<file path="src/rtl/coeff_rd_ctrl.sv">
// coeff_rd_ctrl -- reads one NxN transform block (N = 4 << size) out of the
// coefficient RAM row by row and streams the rows downstream through a
// 3-entry skid FIFO with valid/ready flow control.
//
// Ports
//   clk          sole clock, rising edge
//   rst_n        synchronous active-low reset
//   start_i      one-cycle pulse, starts a block (honoured in IDLE only)
//   size_i       block size code sampled with start_i (0..3 -> 4,8,16,32)
//   cen_o/oen_o  RAM chip/output enable, active-low, low on a read cycle
//   wen_o        RAM write enable, active-low, always high
//   addr_o       RAM row address
//   ram_data_i   RAM read data, valid the cycle after a read
//   coeff_o      block row, lane j = bits [16j+15:16j], lanes >= N zeroed
//   valid_o      coeff_o/last_o valid
//   ready_i      downstream accepts the current beat
//   last_o       marks row N-1
//   busy_o       block in progress
//   done_o       one-cycle pulse after the last row transfers
//
// state | meaning
// IDLE  | waiting for start_i
// READ  | issuing row reads while FIFO credit allows
// DRAIN | all reads issued, waiting for last-row handshake
module coeff_rd_ctrl (
  input  logic         clk,
  input  logic         rst_n,
  input  logic         start_i,
  input  logic [1:0]   size_i,
  output logic         cen_o,
  output logic         oen_o,
  output logic         wen_o,
  output logic [4:0]   addr_o,
  input  logic [511:0] ram_data_i,
  output logic [511:0] coeff_o,
  output logic         valid_o,
  input  logic         ready_i,
  output logic         last_o,
  output logic         busy_o,
  output logic         done_o
);

  typedef enum logic [1:0] {IDLE, READ, DRAIN} state_e;

  state_e       state_q, state_d;
  logic [1:0]   size_q, size_d;
  logic [4:0]   row_q, row_d;
  logic [4:0]   addr_q;
  logic         pend_q;       // read issued last cycle, data on ram_data_i now
  logic         pend_last_q;  // that read was row N-1
  logic         done_q;

  logic [511:0] mem_q [3];
  logic [2:0]   last_q;
  logic [1:0]   wr_ptr_q, rd_ptr_q, cnt_q;

  logic [5:0]   n_rows;
  logic [4:0]   last_idx;
  logic         start_ok, issue, pop, head_last, row_last;
  logic [511:0] cap_data;

  assign n_rows    = 6'd4 << size_q;
  assign last_idx  = 5'(n_rows - 6'd1);
  assign row_last  = (row_q == last_idx);
  assign pop       = (cnt_q != 2'd0) && ready_i;
  assign head_last = last_q[rd_ptr_q];
  // done_q blocks a start in the done cycle so back-to-back blocks get a gap
  assign start_ok  = start_i && (state_q == IDLE) && !done_q;
  // credit: entries held + read in flight, less the entry leaving this cycle
  assign issue     = (state_q == READ) &&
                     (({1'b0, cnt_q} + {2'b0, pend_q} - {2'b0, pop}) < 3'd3);

  always_comb begin
    state_d = state_q;
    size_d  = size_q;
    row_d   = row_q;
    case (state_q)
      IDLE: begin
        if (start_ok) begin
          state_d = READ;
          size_d  = size_i;
          row_d   = 5'd0;
        end
      end
      READ: begin
        if (issue) begin
          row_d = row_q + 5'd1;
          if (row_last) state_d = DRAIN;
        end
      end
      DRAIN: begin
        if (pop && head_last) state_d = IDLE;
      end
      default: state_d = IDLE;
    endcase
  end

  always_comb begin
    cap_data = '0;
    for (int j = 0; j < 32; j++) begin
      if (6'(j) < n_rows) cap_data[16*j +: 16] = ram_data_i[16*j +: 16];
    end
  end

  always_ff @(posedge clk) begin
    if (!rst_n) begin
      state_q     <= IDLE;
      size_q      <= 2'd0;
      row_q       <= 5'd0;
      addr_q      <= 5'd0;
      pend_q      <= 1'b0;
      pend_last_q <= 1'b0;
      done_q      <= 1'b0;
      last_q      <= 3'b0;
      wr_ptr_q    <= 2'd0;
      rd_ptr_q    <= 2'd0;
      cnt_q       <= 2'd0;
    end else begin
      state_q     <= state_d;
      size_q      <= size_d;
      row_q       <= row_d;
      if (issue) addr_q <= row_q;
      pend_q      <= issue;
      pend_last_q <= issue && row_last;
      done_q      <= (state_q == DRAIN) && pop && head_last;
      if (pend_q) begin
        last_q[wr_ptr_q] <= pend_last_q;
        wr_ptr_q         <= (wr_ptr_q == 2'd2) ? 2'd0 : wr_ptr_q + 2'd1;
      end
      if (pop) rd_ptr_q <= (rd_ptr_q == 2'd2) ? 2'd0 : rd_ptr_q + 2'd1;
      cnt_q <= cnt_q + {1'b0, pend_q} - {1'b0, pop};
    end
  end

  // Payload needs no reset: coeff_o is gated by valid_o.
  always_ff @(posedge clk) begin
    if (pend_q) mem_q[wr_ptr_q] <= cap_data;
  end

  assign cen_o   = !issue;
  assign oen_o   = !issue;
  assign wen_o   = 1'b1;
  assign addr_o  = issue ? row_q : addr_q;
  assign valid_o = (cnt_q != 2'd0);
  assign coeff_o = valid_o ? mem_q[rd_ptr_q] : '0;
  assign last_o  = valid_o && head_last;
  assign busy_o  = (state_q != IDLE);
  assign done_o  = done_q;

endmodule

</file>
<file path="config.mk">
export PLATFORM = sky130hd
export DESIGN_NAME = coeff_rd_ctrl
export DESIGN_NICKNAME = d
export VERILOG_FILES = /design/src/rtl/coeff_rd_ctrl.sv
export SDC_FILE = /design/constraint.sdc
export NUM_CORES = 2
export LEC_CHECK = 0
export CAP_MARGIN = 20
export CELL_PAD_IN_SITES_DETAIL_PLACEMENT = 1
export CELL_PAD_IN_SITES_GLOBAL_PLACEMENT = 2
export CORE_AREA = 2 2 401 403
export DETAILED_ROUTE_END_ITERATION = 6
export DIE_AREA = 0 0 403 405
export PLACE_DENSITY_LB_ADDON = 0.1
export SETUP_SLACK_MARGIN = 0.5
export SYNTH_ARGS = -nofsm -noshare
export SYNTH_HDL_FRONTEND = slang
export SYNTH_SLANG_ARGS = --single-unit
export TNS_END_PERCENT = 50
</file>
<file path="constraint.sdc">
create_clock -name clk -period 92.6 [get_ports clk]
set_clock_uncertainty 0.1 [all_clocks]
set_input_delay 13.89 -clock clk [delete_from_list [all_inputs] [get_ports clk]]
set_output_delay 13.89 -clock clk [all_outputs]
set_load 0.05 [all_outputs]
</file>
==> flow_summary.ini <==
[critical_path]
required_ps = 78610
cp-start-kind = input pin
cp-end-kind = output port
cp_max_fo = 12
arrival_ps = 16970
regToRegSetupSlack_ps = 88050
criticalPathCategory = in2out

[pwr]
combPwrFrac_pct = 11.0
peakVddDrop_uv = 15.4
p_sw_share_pct = 24.2
power_density_mw_per_mm2 = 20.0
p_leak_nw = 28.4
switching_power_mw = 0.390
p_clk_share_pct = 39.8
pwr-share-seq_pct = 49.2
intPower_mw = 1.22

[logic_synthesis]
synth.net_count = 5057
ys_seq_area_share_pct = 73.8
yosysTopAreaCell = edfxtp_1
ys_types = 42
syn_area_mm2 = 0.0632
synth.avg_cell_area_um2 = 13.9
synth.most_common_cell = edfxtp_1
yosys_warnings = 0
synthArstFlopShare_pct = 0
synth_enable_flop_cells = 1536
synth_seq_cells = 1564
yosys-top-cells-area = edfxtp_1, mux2i_1, nor2_1
ys.flop_type = edfxtp_1
synth_top_area_share_pct = 72.9
postSynthCellCount = 4536
synth_common_cells = edfxtp_1, nor2_1, a21oi_1, mux2i_1, clkbuf_1

[clock_tree]
cts_resized = 0
clkLatencyLatePin_ps = 770
cts_hold_buf = 0
cts_tree = yes
ctsHtreeMaxLevel = 4
clock-sinks = 1564
clk_pin_slew_ps = 50
post_cts_buffers = 0
clockBufferDepth = 3
cts-buffers-inserted = 171
cts-root-buf = clkbuf_16

[finish]
areaGrowthSynthToFinish_pct = 27.4
final_nets = 5941
drive_gt1_share_pct = 5.12
fillers = 15765

[drt]
wl_per_cell_um = 25.0
detail_route.first_pass.iterations = 5
drt_iter0_drc = 2044
ant_nets = 0
drt_wl_total_um = 192000
num_vias = 39762
drc = 0
vias_per_cell = 5.18

[timing]
finalCritPeriodShare_pct = 33.4
setup_viol = 0
rsz0062_at_grt = false
min_period_ps = 30960
fmax_mhz = 32.3
worst_pin_slew_ps = 1160
slew_viol_final = 0
holdWs_ps = 396
relSlewSlack_pct = 23.0
final_hold_viol_count = 0
tns_ps = 0

[global_route]
grt_start_max_net_pins = 236
grt_pass1_vias = 40502
grt_pass1_wl_um = 274000
grt.total_usage_pct = 22.9
grt_overflow = 0
antenna_found_initial = 100

[floorplanning]
design.core.area_mm2 = 0.159
fp.dieH_um = 405
ios = 1042
dieArea_mm2 = 0.163
fp-row-count = 147
start_util_pct = 39.7
die_w_um = 403

[placed_design]
dp_hpwl_um = 120000
gp_congestion = 0.801
port_buffers = 1040

[outcome]
run_status = finished, final reports clean

[run]
drv_cap = 0

[min_path]
hold_class = reg2reg
## worst max-delay path: stages
cell and delay (ps):
clkdlybuf4s50_1 450, nand3_1 130, o21ai_0 110, ha_1 210, fa_1 480, xor2_4 210
nand3_2 320, mux2_2 340, clkdlybuf4s50_1 810
## cells by family (layout without fill, tap and decap cells)
group | Yosys count | in the layout | synth area share (%)
adders and majority gates | 3 | 3 | 0.0712
buffers and inverters | 383 | 1399 | 2.50
DFF | 1564 | 1564 | 73.8
and+or+nand+nor | 1530 | 1530 | 11.0
muxes | 523 | 523 | 8.29
AOI/OAI and AO/OA | 529 | 529 | 4.22
other | 1 | 42 | 0.00593
xor gates and xnor gates | 3 | 3 | 0.0712
## path summary, 6_finish.rpt
| path | to | startpoint | cells past startpoint |
|---|---|---|---|
| min | last_q[2] | last_q[2] | 2 |
| min reg2reg | last_q[2] | last_q[2] | 2 |
| max | addr_o[3] | ready_i | 9 |
| max reg2reg | mem_q[0][323] | size_q[1] | 5 |
## state kept, by name (all words and copies together), names as in the netlist, named ones only
register     cells
rd_ptr_q         2
cnt_q            2
size_q           2
wr_ptr_q         2
mem_q         1536
done_o           1
addr_q           5
state_q          2
pend_q           1
pend_last_q      1
last_q           3
row_q            5
## power by group through the flow
stage	Sequential (mW)	Combinational (mW)	Clock, mW
final	0.794	0.177	0.641
after global routing	0.795	0.189	0.682
after CTS	0.794	0.180	0.657
after detailed placement	0.808	0.179	0
after global placement	0.808	0.178	0
after floorplan	0.825	0.105	0
## layer usage
layer	up-vias	GRT usage (%)	share of wire, %
met1	20072	27.1	39
li1	18232	-	-
met5	-	0	0.26
met3	338	8.08	8.4
met2	1040	38.4	50
met4	80	8.23	2.9
## cell type report
| class | count | area [um2] | area share [%] |
|---|---|---|---|
| sequential | 1564 | 46700 | 57.9 |
| multi-input combinational | 2589 | 15000 | 18.6 |
| timing repair buffer | 1088 | 10900 | 13.6 |
| clock buffer | 223 | 4600 | 5.71 |
| tap | 2086 | 2610 | 3.24 |
| clock inverter | 82 | 616 | 0.764 |
| antenna | 41 | 103 | 0.127 |
| inverter | 6 | 30.0 | 0.0373 |
## cells in the final DEF, fill, tap and decap left out, types with 3 or more instances in the layout
master           netlist  final
edfxtp_1            1536   1536
clkdlybuf4s50_1        0   1040
nor2_1              1037   1036
a21oi_1              519    519
mux2i_1              517    517
and3_1               257    257
clkbuf_16              0    176
and2_1               137    137
nor2b_1               64     64
clkbuf_1             271     45
clkinv_1               0     44
diode_2                0     41
buf_4                  2     34
dfxtp_1               28     24
clkinv_2               0     23
nand2_1               13     13
buf_12                 0     12
bufinv_16              0      8
mux2_2                 6      6
inv_1                  6      5
o21ai_0                4      4
nor3b_1                5      4
dfxtp_4                0      4
clkinv_8               0      3
## per-stage QoR
stage	area, um2	std cells	setup slack [ps]	utilization, %	total power [mW]
2_1_floorplan	63200	4536	52940	-	0.930
6_report	80600	7679	61640	50.6	1.61
3_3_place_gp	75200	7331	61690	47.2	0.985
4_1_cts	80500	7636	61660	50.5	1.63
3_5_place_dp	75200	7331	61670	47.2	0.987
5_1_grt	80600	7663	61530	50.6	1.67
(Power assumes the default switching activity.)
